File: src/rtl/la_lfsr_selftest.sv
// LA-controlled Galois LFSR self-test: load seed/N/signature, step N times, compare, report PASS/FAIL.
// Latency: start edge at T -> LOAD T+1, CMP T+N+2, PASS/FAIL T+N+3.
// No backpressure: firmware polls state/status; abort returns to IDLE in one cycle.
module la_lfsr_selftest #(
  parameter int                LFSR_W = 32,
  parameter logic [LFSR_W-1:0] POLY   = 32'h80200003,
  parameter int                CNT_W  = 16
) (
  input  logic         wb_clk_i,
  input  logic         wb_rst_i,
  input  logic [127:0] la_data_in,
  input  logic [127:0] la_oenb,
  output logic [127:0] la_data_out,
  output logic [37:0]  io_out,
  output logic [37:0]  io_oeb
);

  typedef enum logic [2:0] {
    IDLE = 3'd0,
    LOAD = 3'd1,
    RUN  = 3'd2,
    CMP  = 3'd3,
    PASS = 3'd4,
    FAIL = 3'd5
  } state_t;

  typedef struct packed {
    logic [CNT_W-1:0]  n;
    logic [LFSR_W-1:0] sig;
    logic [LFSR_W-1:0] seed;
  } cfg_t;

  localparam logic [CNT_W-1:0] CNT_ONE = {{(CNT_W-1){1'b0}}, 1'b1};

  state_t            state_q, state_d;
  cfg_t              cfg;
  logic [LFSR_W-1:0] lfsr_q;
  logic [LFSR_W-1:0] sig_q;
  logic [CNT_W-1:0]  cnt_q;
  logic [CNT_W-1:0]  n_q;
  logic              start_q;
  logic              start_eff;
  logic              abort_eff;
  logic              start_ev;
  logic              unused_la;

  assign cfg       = cfg_t'(la_data_in[2*LFSR_W+CNT_W-1:0]);
  assign start_eff = la_data_in[96] & ~la_oenb[96];
  assign abort_eff = la_data_in[97] & ~la_oenb[97];
  assign start_ev  = start_eff & ~start_q;
  assign unused_la = ^{la_data_in[127:98], la_data_in[95:2*LFSR_W+CNT_W],
                       la_oenb[127:98], la_oenb[95:0]};

  always_ff @(posedge wb_clk_i) begin
    if (wb_rst_i) begin
      state_q <= IDLE;
      start_q <= 1'b0;
    end else begin
      state_q <= state_d;
      start_q <= start_eff;
    end
  end

  // Abort outranks everything, including a simultaneous start edge.
  always_comb begin
    state_d = state_q;
    if (abort_eff) begin
      state_d = IDLE;
    end else begin
      case (state_q)
        IDLE:      if (start_ev) state_d = LOAD;
        LOAD:      state_d = (cfg.n != '0) ? RUN : CMP;
        RUN:       if (cnt_q == n_q - CNT_ONE) state_d = CMP;
        CMP:       state_d = (lfsr_q == sig_q) ? PASS : FAIL;
        PASS,
        FAIL:      if (start_ev) state_d = LOAD;
        default:   state_d = IDLE;
      endcase
    end
  end

  // Datapath freezes on abort so firmware can read where the run stopped.
  always_ff @(posedge wb_clk_i) begin
    if (wb_rst_i) begin
      lfsr_q <= '0;
      sig_q  <= '0;
      cnt_q  <= '0;
      n_q    <= '0;
    end else if (!abort_eff) begin
      if (state_q == LOAD) begin
        lfsr_q <= cfg.seed;
        sig_q  <= cfg.sig;
        n_q    <= cfg.n;
        cnt_q  <= '0;
      end else if (state_q == RUN) begin
        lfsr_q <= (lfsr_q >> 1) ^ (lfsr_q[0] ? POLY : '0);
        cnt_q  <= cnt_q + CNT_ONE;
      end
    end
  end

  always_comb begin
    la_data_out                          = '0;
    la_data_out[LFSR_W-1:0]              = lfsr_q;
    la_data_out[LFSR_W+CNT_W-1:LFSR_W]   = cnt_q;
    la_data_out[49]                      = (state_q == PASS);
    la_data_out[48]                      = (state_q == FAIL);
    la_data_out[52:50]                   = state_q;
  end

  always_comb begin
    io_out        = '0;
    io_out[37]    = (state_q == PASS);
    io_out[36]    = (state_q == FAIL);
    io_out[25:20] = {3'b000, state_q};
  end

  always_comb begin
    io_oeb        = '1;
    io_oeb[37:36] = 2'b00;
    io_oeb[25:20] = 6'b000000;
  end

endmodule

File: config.mk
export PLATFORM = sky130hd
export DESIGN_NAME = la_lfsr_selftest
export DESIGN_NICKNAME = d
export VERILOG_FILES = /design/src/rtl/la_lfsr_selftest.sv
export SDC_FILE = /design/constraint.sdc
export NUM_CORES = 1
export LEC_CHECK = 0
export ABC_CLOCK_PERIOD_IN_PS = 3150
export CAP_MARGIN = 5
export CORE_AREA = 2 2 182 184
export CTS_CLUSTER_DIAMETER = 100
export DETAILED_ROUTE_END_ITERATION = 12
export DIE_AREA = 0 0 184 186
export GPL_ROUTABILITY_DRIVEN = 0
export PLACE_DENSITY = 0.61
export RECOVER_POWER = 100
export SYNTH_ARGS = -nofsm -noshare
export SYNTH_HDL_FRONTEND = slang
export SYNTH_SLANG_ARGS = --single-unit
export TNS_END_PERCENT = 50
File: constraint.sdc
create_clock -name wb_clk_i -period 3.15 [get_ports wb_clk_i]
set_input_delay 0.7875 -clock wb_clk_i [delete_from_list [all_inputs] [get_ports wb_clk_i]]
set_output_delay 0.7875 -clock wb_clk_i [all_outputs]
set_load 0.01 [all_outputs]
# Word level (Yosys, flattened, before mapping)
# Cells that the tools add are included.
# totals
ff_bits	100
input_bits	258
out_inout_bits	204
word_cells	43
# op_classes
add_sub_neg	2
eq_ne	9
n_mux	10
bitwise	8
n_reduce_logical	8
# op_table
operator	n
32-bit two-way mux	3
32-bit equality test	1
16-bit two-way mux	2
31-bit by 32-bit bitwise XOR with 32-bit output	1
16-bit by 1-bit adder with 16-bit output (second input constant)	1
16-bit equality test	1
16-bit nonzero test	1
16-bit by 1-bit subtractor with 16-bit output (second input constant)	1
3-bit case mux with 4 select lines	1
3-bit by 2-bit equality test with 1-bit output (second input constant)	2
3-bit equality test (second input constant)	2
3-bit two-way mux	2
2-bit AND reduction	3
1-bit inverter	4
1-bit AND	3
3-bit by 1-bit equality test with 1-bit output (second input constant)	1
3-bit logical NOT	1
3-bit OR reduction	1
1-bit two-way mux	2
2-bit by 1-bit != test with 1-bit output (second input constant)	1
2-bit != test (second input constant)	1
2-bit nonzero test	1
2-bit OR reduction	1

# Longest topological paths before layout
# Gate-level depths: netlist of run 1.
# depth
ltp_word	5
mapped_depth	11
depth_no_buf	9

# Worst setup path before layout of run 1
# No wires, ideal clock.
# synth_timing
kind	input to register
from	input port la_data_in[97]
to	register cnt_q[13]
setup_time_ns	0.125
arrival_ns	2.387
t_required_ns	3.025
setup_slack_ns	0.637
cell_stages	9
n_path_buf	2
path_cell_list	nor2b_1 -> clkbuf_1 -> or3_1 -> buf_2 -> or3_4 -> nor2_1 -> nand3_1 -> xor2_1 -> nor2_2
# synth_between
elab_chain_len	3
# synth_lines
item	line_no	text
start: declaration	11	input logic [127:0] la_data_in,
1-bit AND	49	assign abort_eff = la_data_in[97] & ~la_oenb[97];
1-bit inverter (no line)	n/a	
2-bit AND reduction (no line)	n/a	
end signal: assignment	97	cnt_q <= cnt_q + CNT_ONE;
end: declaration	39	logic [CNT_W-1:0] cnt_q;
# No other way between the ends.
# A chain may end at the register's enable or synchronous reset.

# Worst setup path in the final report of run 1
# layout_timing
from	input port la_oenb[97]
to	register sig_q[31]
# layout_between
elab_chain_len	4
# layout_lines
item	line_no	text
start: declaration	12	input logic [127:0] la_oenb,
1-bit inverter	49	
1-bit AND	49	
1-bit inverter (no line)	n/a	
2-bit AND reduction (no line)	n/a	
end signal: assignment	92	sig_q <= cfg.sig;
end: declaration	38	logic [LFSR_W-1:0] sig_q;
# No other way between the ends.

==> results list, run 1 <==
* Synth top area cells: dfxtp_1 (33%), buf_4 (19%), nand2_1 (11%)
- The clock net in this run drives a total of 100 sinks.
- Combined global-route utilization of all metal layers: 10.5%
- The synthesized netlist occupies a cell area of 6010 sq um.
- The floorplan has 66 rows.
* Type of the worst setup path: primary input to register
- Each instance of the synthesized netlist takes up on average 7.74 sq um.
- The kind of cell with the highest combined delay along the critical path is buffers and inverters.
- Number of standard cells in the final layout excluding fillers: 1305
* Inst Count DP: 1289
- Startpoint of the most critical setup path: la_oenb[97]
- The number of global-route vias before repair is 4587.
- Final design utilization: 23.5%
* Tightest Hold Check Type: register to register
- Cell seen most often among critical-path stages: clkbuf_1
- After synthesis, the netlist uses 48 different library cells.
* Post-synth top cells: nand2_1 (170), buf_4 (153), dfxtp_1 (100)
* Root Driver: clkbuf_16
- After detailed routing, the average wire length per cell comes to 14.0 um.
* Die Y-Extent: 186 um
* Cell type with the highest aggregate area in the netlist: dfxtp_1
- Number of synthesis warnings: 0
- Nature of the critical path endpoint: register
- CP arrival: 3.02 ns
- The floorplan step defined a die boundary enclosing 34200 sq um.
- After synthesis the netlist holds a flip-flop and latch count of 100.
* I/O pin count: 462
- Antenna cells: 0
- Cell at the slowest stage of the critical path: dlygate4sd3_1
- Count of nets after finishing: 1152
- Across the whole layout, storage elements account for 2000 sq um.
- Category of the worst setup path launch point: primary input
* CTS tree: built
- Required time of the worst setup path: 3.41 ns
- The signal on the critical path passes through dlygate4sd3_1, nor2b_1, clkbuf_1, nand2b_1, clkbuf_1, nand2_1, a21oi_1.
- Relative slew slack: 13.4%
- On the worst path, the slowest cell contributes a delay of 0.59 ns.
* Final setup violation count: 0
* Remaining antenna violation count after routing: 0
* Leakage: 2.84 nW
- Before antenna repair, the detailed router went through 5 iterations.
* Fillers: 3560
- Most frequent cell after synthesis: nand2_1
* Final number of hold-violating endpoints: 0
- RR Startpoint: state_q[1]$_SDFFE_PP0P_
- Async SR Flop Fraction: 0%
- Wire length reported by the detailed router: 18300 um
- The wire-length estimate of the detail-placed layout is 14200 um.
* Worst voltage drop across the vdd grid: 0.000250 V
- After clock tree synthesis, the clock-pin slew on the worst setup and hold paths is 0.07 ns.
- Counting every instance in the synthesized netlist gives 776.
* Final critical delay including setup and external delays: 2.76 ns
- Top-area cell type share of the netlist area: 33.3%
* Worst Clk Skew: 0.0108 ns
- For this run, the leading register cell type out of synthesis is dfxtp_1.
* Initial standard-cell utilization of the core: 18.6%
- Antenna violations before repair: 0
- Fin Setup TNS: 0 ns
- Remaining global-route overflow: 0
- Wire length of the first global-routing pass: 27200 um
- The floorplan step set the die width to 184 um.
* Number of buffers and inverters on the critical path: 3
- DRC violation total after the first TritonRoute iteration: 260
* Post-synth EDFFs: 0
- Power after layout: 3.43 mW
- Setup repair after global routing left no endpoint under its margin.
- DRC violation count after routing: 0
- Timing would allow up to 0.363 GHz.
- Level count of the clock H-tree: 3
- For the worst-skew pair, the clock arrives at the later sink with an insertion delay of 0.35 ns.
- Hold buffer count at CTS: 0
* Number of max-capacitance violations reported: 0
- Area of the multi-input gates: 3220 sq um
- The region available for standard cell placement spans 32200 sq um.
- Buffers placed on the I/O ports in this run total 143.
* Maximum number of buffers from clock root to sink: 2
- Gates resized, CTS repair: 0
- Slew of the pin with the lowest slew margin: 1.30 ns
- Entering global routing, the biggest net connects 61 pins.
- The area growth from synthesis to layout is 26.1%.
- The post-route netlist has 3.46% of its cells at a drive strength greater than 1.
- Result of the run: finished clean
- Per-cell via count in the routed design: 3.92
- Critical path peak fanout: 12
- Share of the yosys chip area belonging to registers: 33.3%
* Power per cell area: 453 nW/um^2
- Clock tree synthesis inserted a total of 9 buffers.
- Total via count in the routed design: 5116
- Fin. max-slew vios: 0
* Share of the clock period used by the worst path: 87.5%
- Buffers added to address setup during post-CTS repair amount to 0.
- Start point of the worst min-delay path: sig_q[2]$_SDFFE_PP0P_
==> layer usage <==
metal | global-route usage (%) | up-vias | wire, um
met1 | 13.7 | 2405 | 8250
li1 | - | 2519 | -
met3 | 2.52 | 10 | 1060
met2 | 17.8 | 182 | 8880
met5 | 0 | - | 0
met4 | 1.82 | 0 | 103
==> flip-flops by register name (all words and copies together) (netlist names) <==
signal and count:
cnt_q 16, lfsr_q 32, n_q 16, sig_q 32, start_q 1, state_q 3
==> worst reg2reg max path: stages, from the launching register on <==
cell	delay [ns]
dfxtp_1	0.33
clkbuf_1	0.29
nor2_1	0.24
and2_1	0.39
nand2b_1	0.22
nand2b_1	0.12
clkbuf_1	0.57
a21oi_1	0.09
a22o_1	0.20
==> kinds of logic after synthesis <==
kind of cell	Yosys count	synth area share, %
other cells	2	0.125
xor+xnor	69	10.2
flops	100	33.3
simple gates	291	21.4
fa+ha+maj	2	0.417
buf+inv	201	22.2
compound gates	107	11.7
mux	4	0.667
==> power by group <==
group	internal (mW)	switching [mW]	leakage (nW)
clock network	0.576	0.546	0.140
logic	0.382	0.485	1.89
registers	1.34	0.100	0.812
total	2.30	1.13	2.84
==> through the flow <==
| stage | cell area [sq um] | hold slack [ns] | worst slack, ns |
|---|---|---|---|
| 2_1_floorplan | 6550 | 0.449 | 0.637 |
| 3_3_place_gp | 7320 | 0.456 | 0.308 |
| 3_5_place_dp | 7320 | 0.460 | 0.266 |
| 4_1_cts | 7610 | 0.471 | 0.516 |
| 5_1_grt | 7570 | 0.486 | 0.252 |
| 6_report | 7570 | 0.468 | 0.393 |
==> cell usage in the layout, fill, tap and decap left out, types with 2 or more instances in the layout <==
cell	count
buf_12	2
a211oi_1	3
mux2i_1	4
clkdlybuf4s50_1	86
a31oi_1	2
clkinvlp_4	2
xor2_1	18
xnor2_1	50
inv_1	4
clkbuf_1	8
nand4_1	17
clkbuf_16	9
nor4b_1	2
nor2_1	57
dfxtp_1	100
conb_1	146
inv_8	2
nor4_4	2
or3_1	4
inv_6	2
o211ai_1	2
dlygate4sd3_1	56
o21ai_0	3
nand2b_1	2
ha_1	2
a21oi_1	57
nor4_1	10
nand3b_1	3
a311oi_1	29
buf_4	6
o32ai_1	2
nand2_1	170
nor3b_1	3
nor3_1	6
nand3_1	8
==> final timing paths <==
kind                                                to  slack, ns  cells after the start
worst min register to register   sig_q[2]$_SDFFE_PP0P_       0.47                      2
worst max-delay path            sig_q[31]$_SDFFE_PP0P_       0.39                      7
worst max register to register  lfsr_q[0]$_SDFFE_PP0P_       0.59                      8
worst min-delay path             sig_q[2]$_SDFFE_PP0P_       0.47                      2
==> area by class of cell <==
cell class	count	share of cell area, %
multi-input cells	619	42.5
clock inverters	6	0.727
well taps	408	6.74
flip-flops and latches	100	26.4
repair buffers	158	20.3
clock buffers	10	3.15
inverters	4	0.198
Note: power is estimated with default switching activity, not from simulation.
==> run 2, diff against run 1 <==
--- a/config.mk
+++ b/config.mk
@@ -12,6 +12,7 @@
 export DETAILED_ROUTE_END_ITERATION = 12
 export DIE_AREA = 0 0 184 186
 export GPL_ROUTABILITY_DRIVEN = 0
+export HOLD_SLACK_MARGIN = 0.06
 export PLACE_DENSITY = 0.61
 export RECOVER_POWER = 100
 export SYNTH_ARGS = -nofsm -noshare
==> results of run 2 <==
The final DEF is identical to that of run 1; final timing and power are the same.
